<file path="config.mk">
export PLATFORM = sky130hd
export DESIGN_NAME = williams_bus_arbiter
export DESIGN_NICKNAME = d
export VERILOG_FILES = /design/src/rtl/williams_bus_arbiter.sv
export SDC_FILE = /design/constraint.sdc
export NUM_CORES = 1
export LEC_CHECK = 0
export BUFFER_PORTS_ARGS = -buffer_cell sky130_fd_sc_hd__buf_4
export CORE_ASPECT_RATIO = 0.6
export CORE_MARGIN = 1
export CORE_UTILIZATION = 51
export DETAILED_ROUTE_END_ITERATION = 10
export PLACE_DENSITY = 0.95
export SLEW_MARGIN = 30
export SYNTH_ARGS = -nofsm -noshare
export SYNTH_HDL_FRONTEND = slang
export SYNTH_SLANG_ARGS = --single-unit
</file>
<file path="constraint.sdc">
create_clock -name clk -period 2.8 [get_ports clk]
set_input_delay 0.56 -clock clk [delete_from_list [all_inputs] [get_ports clk]]
set_output_delay 0.56 -clock clk [all_outputs]
set_load 0.03 [all_outputs]
</file>
<file path="src/rtl/williams_bus_arbiter.sv">
`default_nettype none
// ============================================================================
// Module   : williams_bus_arbiter
// Purpose  : Shares the video/program RAM bus between the 6809 CPU and the
//            SC1/SC2 blitter using a HALT / BA-BS handshake.
// Revision : 1.0 - initial release
// ============================================================================
module williams_bus_arbiter #(
  parameter int ACK_TIMEOUT = 16
) (
  input  logic        clk,
  input  logic        rst_n,
  input  logic        en_e_n,
  output logic        cpu_halt_n,
  input  logic        cpu_ba,
  input  logic        cpu_bs,
  input  logic        cpu_vma,
  input  logic        cpu_rw,
  input  logic [15:0] cpu_addr,
  input  logic [7:0]  cpu_data,
  input  logic        blt_halt,
  output logic        blt_halt_ack,
  input  logic        blt_rd,
  input  logic        blt_wr,
  input  logic [15:0] blt_addr,
  input  logic [7:0]  blt_wdata,
  input  logic [1:0]  blt_nibble_en,
  output logic        blt_ack,
  output logic [7:0]  blt_rdata,
  output logic        mem_req,
  output logic        mem_we,
  output logic [1:0]  mem_nibble_we,
  output logic [15:0] mem_addr,
  output logic [7:0]  mem_wdata,
  input  logic [7:0]  mem_rdata,
  input  logic        mem_ack,
  output logic        timeout_err
);

  localparam logic [2:0] c_S_CPU        = 3'd0;
  localparam logic [2:0] c_S_HALT_REQ   = 3'd1;
  localparam logic [2:0] c_S_BLT_IDLE   = 3'd2;
  localparam logic [2:0] c_S_BLT_ACCESS = 3'd3;
  localparam logic [2:0] c_S_BLT_DONE   = 3'd4;
  localparam logic [2:0] c_S_RELEASE    = 3'd5;

  localparam logic [7:0] c_TO_LAST = 8'(ACK_TIMEOUT - 1);

  logic [2:0]  r_state;
  logic [15:0] r_addr;
  logic [7:0]  r_wdata;
  logic [1:0]  r_nib;
  logic        r_dir;
  logic [7:0]  r_cnt;
  logic [7:0]  r_rdata;
  logic        r_terr;

  logic        w_cpu_owns;
  logic        w_blt_owns;

  always_ff @(posedge clk) begin
    if (!rst_n) begin
      r_state <= c_S_CPU;
      r_addr  <= 16'h0000;
      r_wdata <= 8'h00;
      r_nib   <= 2'b00;
      r_dir   <= 1'b0;
      r_cnt   <= 8'h00;
      r_rdata <= 8'h00;
      r_terr  <= 1'b0;
    end else begin
      case (r_state)
        c_S_CPU: begin
          if (blt_halt) r_state <= c_S_HALT_REQ;
        end
        c_S_HALT_REQ: begin
          if (cpu_ba && cpu_bs) r_state <= c_S_BLT_IDLE;
          else if (!blt_halt)   r_state <= c_S_RELEASE;
        end
        c_S_BLT_IDLE: begin
          // A pending access wins over a simultaneous halt drop.
          if (blt_rd || blt_wr) begin
            r_addr  <= blt_addr;
            r_wdata <= blt_wdata;
            r_nib   <= blt_nibble_en;
            r_dir   <= blt_wr;
            r_cnt   <= 8'h00;
            r_state <= c_S_BLT_ACCESS;
          end else if (!blt_halt) begin
            r_state <= c_S_RELEASE;
          end
        end
        c_S_BLT_ACCESS: begin
          if (mem_ack) begin
            if (!r_dir) r_rdata <= mem_rdata;
            r_state <= c_S_BLT_DONE;
          end else if (r_cnt == c_TO_LAST) begin
            r_terr <= 1'b1;
            if (!r_dir) r_rdata <= 8'hFF;
            r_state <= c_S_BLT_DONE;
          end else if (r_cnt != 8'hFF) begin
            r_cnt <= r_cnt + 8'd1;
          end
        end
        c_S_BLT_DONE: begin
          if (en_e_n) r_state <= c_S_BLT_IDLE;
        end
        c_S_RELEASE: begin
          if (!cpu_ba) r_state <= c_S_CPU;
        end
        default: r_state <= c_S_CPU;
      endcase
    end
  end

  assign w_cpu_owns = (r_state == c_S_CPU) || (r_state == c_S_HALT_REQ) ||
                      (r_state == c_S_RELEASE);
  assign w_blt_owns = (r_state == c_S_BLT_IDLE) || (r_state == c_S_BLT_ACCESS) ||
                      (r_state == c_S_BLT_DONE);

  assign cpu_halt_n   = !((r_state == c_S_HALT_REQ) || w_blt_owns);
  assign blt_halt_ack = w_blt_owns;
  assign blt_ack      = (r_state == c_S_BLT_DONE);
  assign blt_rdata    = r_rdata;
  assign timeout_err  = r_terr;

  // CPU path is purely combinational so the CPU sees no added latency.
  always_comb begin
    mem_req       = 1'b0;
    mem_we        = 1'b0;
    mem_nibble_we = 2'b00;
    mem_addr      = r_addr;
    mem_wdata     = r_wdata;
    if (w_cpu_owns) begin
      mem_req       = cpu_vma;
      mem_we        = !cpu_rw;
      mem_nibble_we = cpu_rw ? 2'b00 : 2'b11;
      mem_addr      = cpu_addr;
      mem_wdata     = cpu_data;
    end else if (r_state == c_S_BLT_ACCESS) begin
      mem_req       = 1'b1;
      mem_we        = r_dir;
      mem_nibble_we = r_dir ? r_nib : 2'b00;
    end
  end

endmodule
`default_nettype wire

</file>
== Word-level counts from Yosys, hierarchy flattened ==
Index checks and enable logic that the tools add are counted.

* Register bits after elaboration: 47
* Bits of input ports: 69
* Word-level logic and storage cells: 71

* Add/sub/neg operators: 1
* Equal/unequal tests: 15
* Multiplexer cells: 28
* Bitwise gates (word level): 2
* Reduce and logical (&&, ||, !) cells: 17

{| class="wikitable"
|+ Operators with widths
! operator !! count
|-
| 2-to-1 mux 8 bit || 9
|-
| 2-to-1 mux 3 bit || 8
|-
| one-hot mux 3 bit (6 select lines) || 1
|-
| 2-to-1 mux 16 bit || 1
|-
| one-hot mux 8 bit (2 select lines) || 1
|-
| != test 2 bit (second input constant) || 7
|-
| adder 8 x 1 -> 8 bit (second input constant) || 1
|-
| equality test 8 x 4 -> 1 bit (second input constant) || 1
|-
| 2-to-1 mux 2 bit || 4
|-
| != test 8 bit (second input constant) || 1
|-
| equality test 3 x 2 -> 1 bit (second input constant) || 2
|-
| equality test 3 bit (second input constant) || 2
|-
| logical OR 1 bit || 6
|-
| AND reduction 3 bit || 2
|-
| AND reduction 5 bit || 1
|-
| 2-to-1 mux 1 bit || 4
|-
| AND reduction 4 bit || 1
|-
| nonzero test 2 bit || 2
|-
| equality test 3 x 1 -> 1 bit (second input constant) || 1
|-
| zero test 3 bit || 1
|-
| != test 3 bit (second input constant) || 1
|-
| zero test 1 bit || 2
|-
| NOT 1 bit || 2
|-
| AND reduction 2 bit || 1
|-
| logical AND 1 bit || 1
|}

== Depth between registers and ports, before layout ==
* Depth in word-level cells: 5
* Depth in mapped cells: 7
* Depth with buffers taken out: 5

== Worst setup path before layout ==
No wires, ideal clock.

* Path kind: register -> output
* From: register r_state[2]
* To: output blt_halt_ack
* Arrival: 1.658 ns
* Data required time: 2.240 ns
* Slack: 0.582 ns
* Cell stages (with the launch flop): 4
* Path buffers: 0
* Cell sequence: dfxtp_1 inv_1 nor3_1 a21o_1

{| class="wikitable"
|+ RTL lines
! item !! line !! source
|-
| from (decl) || 49 || <nowiki>logic [2:0] r_state;</nowiki>
|-
| from (signal assigned) || 63 || <nowiki>r_state <= c_S_CPU;</nowiki>
|-
| from (signal assigned) || 74 || <nowiki>if (blt_halt) r_state <= c_S_HALT_REQ;</nowiki>
|-
| from (signal assigned) || 77 || <nowiki>if (cpu_ba && cpu_bs) r_state <= c_S_BLT_IDLE;</nowiki>
|-
| equality test 3 bit || n/a ||
|-
| net blt_ack || 28 || <nowiki>output logic blt_ack,</nowiki>
|-
| logical OR 1 bit || 118 || <nowiki>assign w_blt_owns = (r_state == c_S_BLT_IDLE) || (r_state == c_S_BLT_ACCESS) ||</nowiki>
|-
| to (decl) || 22 || <nowiki>output logic blt_halt_ack,</nowiki>
|}

The timed path passes the listed nets, and every way through them passes these cells.

== Worst setup path in the final report ==
* From: register r_state[0]
* To: output mem_nibble_we[0]

* Longest elaborated chain between the ends: 4

{| class="wikitable"
|+ RTL lines
! item !! line !! source
|-
| equality test 3 x 1 -> 1 bit / zero test 3 bit (equally long branches) || 116 || <nowiki>assign w_cpu_owns = (r_state == c_S_CPU) || (r_state == c_S_HALT_REQ) ||</nowiki>
|-
| logical OR 1 bit (2 in series) || 116 ||
|-
| 2-to-1 mux 2 bit (*) || 134 || <nowiki>if (w_cpu_owns) begin</nowiki>
|-
| to (decl) || 32 || <nowiki>output logic [1:0] mem_nibble_we,</nowiki>
|}

Every way passes the cells marked *; elsewhere a longest branch is shown, timed or not.

==> impl_results.md <==
* FF-to-FF path depth at 5
* CP bufs+invs at 3
* Arrival time worst endpoint at 2.07 ns
* Asr flop ratio synth at 0%
* Main synth FF type: dfxtp_1
* Antenna Cells at 0
* Syn nets at between 300 and 400
* Global route overflow at 0
* Layout area overhead at 36.8%
* Most frequent cells after synthesis: nand2_1 (62), dfxtp_1 (47), a21oi_1 (30), mux2_2 (20)
* Pins Over Slew Limit at 0
* Startpoint Class: flop
* H-Tree Depth at 2
* Hold endpoint: r_addr[14]$_SDFFE_PN0P_
* Req. time, crit path at 2.24 ns
* # clock sinks at 47
* Clk Tree Root Cell: clkbuf_8
* Post-Syn Instances at 284
* CTS resizes at 0
* Worst Skew at 0.00851 ns
* Drt first-iter violations at 209
* Hold Path Depth at 2
* Crit path depth at 6
* Synth Area in Simple Gates at 23.0%
* Row count at 19
* Crit path time final at 2.63 ns
* Final Net Count at 453
* Synthesized area at about 2500 um2
* First-pass GRT wire length at 11.1 mm
* Maximum VDD drop at 0.383 mV
* Critical path class: reg2out
* CP Launch Point: r_state[0]$_SDFFE_PN0P_
* Cts hold-fix bufs at 0
* Synth warn at 0
* FILL cells at roughly 360
* Layout cells sized above 1 at about two fifths
* Core area at 4640 um2
* EDFF count, synth at 0
* Post-synthesis adder-cell area fraction at 0.502%
* Worst hold start: r_addr[14]$_SDFFE_PN0P_
* Overall routed net length at 6.94 mm
* Synth top area share at a little under two fifths
* Yosys top cell by area: dfxtp_1
* CTS Buf Count at 5
* Initial antenna violation count at 0
* Max stage delay cell, worst path: dfxtp_1
* Antenna viol nets, final at 0
* CP delay by family, top: buffers and inverters
* CTS tree: yes
* Slew of the pin with the lowest slew margin at 0.551 ns
* Crit. End Element: primary output
* Power Density at between 500 and 600 nW/um2
* R2R Path End: r_addr[5]$_SDFFE_PN0P_
* Hold Fails Final Rpt at 0
* R2R Path Start: r_state[1]$_SDFFE_PN0P_
* Syn avg cell area at about 9 um2
* Netlist cell types at 56
* Worst Path Max Fanout at 26
* Max Freq at 380 MHz
* Ranking of synthesized cells by area: dfxtp_1 (38%), nand2_1 (9.3%), mux2_2 (9.0%)
* Hpwl dp at 5.02 mm
* Most used cell, CP: buf_4
* Largest family of logic cells by synthesized area: simple AND/OR/NAND/NOR gates
* Slew headroom at 62.3%
* CP cell instances: inv_2 > a21oi_4 > buf_4 > nor2b_1 > a31o_2 > buf_4
* Leakage dissipation at 1.54 nW
* R2R setup slack at 0.67 ns
* Starting Density at 53.8%
* Ports at about 110
* Final setup vio count at 0
* Skew-Pair Late Insertion Delay at roughly 0.30 ns
* Post-synthesis mux area share at 11.3%
* Worst hold path type: reg2reg
* Die Width at between 90 and 100 um
* GR Util All Layers at 26.9%
* Largest net degree at the start of global routing at 27
* Cell with the most instances after synthesis: nand2_1
* Part of the Yosys area used for sequential elements at 37.7%
* Clock Tree Buf Depth at 2
* Clock transition at path regs at 0.09 ns
* Port bufs at roughly 110
* Die ar. at 5180 um2
* Setup Buffers After CTS at 0
* TNS Setup at 0 ns
* Synth Register Bits at 47
* DRT Pass-1 Iters at 4
* Via count at 2553
* Drc violations at 0
* Total power at 1.85 mW
* Max incr delay on CP at 0.58 ns
* Via-per-instance ratio at around 5.7
* Synth Area in XOR/XNOR at 0.702%
* Status: finished, final reports clean
* Die span in y at 56.2 um
* Vias in the first global route at 2489
* RSZ-0062 raised after global routing: no
* Max Cap Violations at 0
* Post-synthesis compound-gate area fraction at between 20% and 30%
* Period Utilization, post-route at between 90% and 100%
* DR WL/cell at roughly 16 um
* GPL Wtd Cong at 0.875
## per-layer routing
layer | track usage [%] | vias to the layer above | part of all wire, %
met5 | 0 | - | 0
met4 | 8.48 | 0 | 1.3
met3 | 6.15 | 8 | 7.1
met2 | 45.4 | 113 | 50
met1 | 34.1 | 1206 | 42
li1 | - | 1226 | -
## cell type report
class / instances / area, um2 / area share (%)
sequential: 47 / 941 / 27.6
clock inverter: 3 / 43.8 / 1.28
tap: 63 / 78.8 / 2.31
inverter: 3 / 11.3 / 0.330
timing repair buffer: 112 / 841 / 24.6
clock buffer: 5 / 68.8 / 2.02
multi-input combinational: 214 / 1430 / 41.8
## per-stage QoR
| stage | setup WS (ns) | instances | util (%) | hold slack [ns] | instance area (um2) |
|---|---|---|---|---|---|
| finish | 0.167 | 447 | 73.6 | 0.462 | 3410 |
| global route | 0.0287 | 447 | 73.6 | 0.481 | 3410 |
| CTS | 0.186 | 447 | 73.6 | 0.463 | 3410 |
| detailed placement | 0.522 | 439 | 71.2 | 0.450 | 3300 |
| global placement | 0.615 | 439 | 71.2 | 0.439 | 3300 |
| floorplan | 0.582 | 284 | - | 0.432 | 2490 |
## worst max-delay path by stage
stage	slack [ns]	endpoint
after floorplan	0.58	blt_halt_ack
after global placement	0.61	mem_addr[8]
after detailed placement	0.52	mem_nibble_we[1]
after CTS	0.19	mem_nibble_we[0]
after global routing	0.03	mem_we
final	0.17	mem_nibble_we[0]
## state kept, by name (all words and copies together), names as in the netlist
name / count
r_addr: 16
blt_rdata: 8
r_cnt: 8
r_wdata: 8
r_state: 3
r_nib: 2
r_dir: 1
timeout_err: 1
## cells in the final DEF (no fill, tap or decap), types with 5 or more instances in the layout
cell / count
mux2_2: 20
nand2_1: 62
mux2_1: 5
buf_4: 112
dfxtp_1: 47
a21oi_1: 30
nand3_1: 8
nand3b_1: 8
nor3_1: 5
clkbuf_8: 5
nor2_1: 7
o211a_1: 10
## where the power goes
| group | switching (mW) | internal [mW] |
|---|---|---|
| clock | 0.237 | 0.266 |
| sequential | 0.0364 | 0.696 |
| combinational | 0.339 | 0.278 |
## worst min-delay path, cell delays in order (launching register included)
cell	delay [ns]
dfxtp_1	0.32
nand2_1	0.05
a21oi_1	0.05
## logic make-up after synthesis
kind of cell             Yosys count
XOR/XNOR                           2
multiplexers                      25
adder cells (fa/ha/maj)            1
flip-flops                        47
AO/OA/AOI/OAI                     77
AND/OR/NAND/NOR                  109
buffers and inverters             23
(Power assumes the default switching activity.)
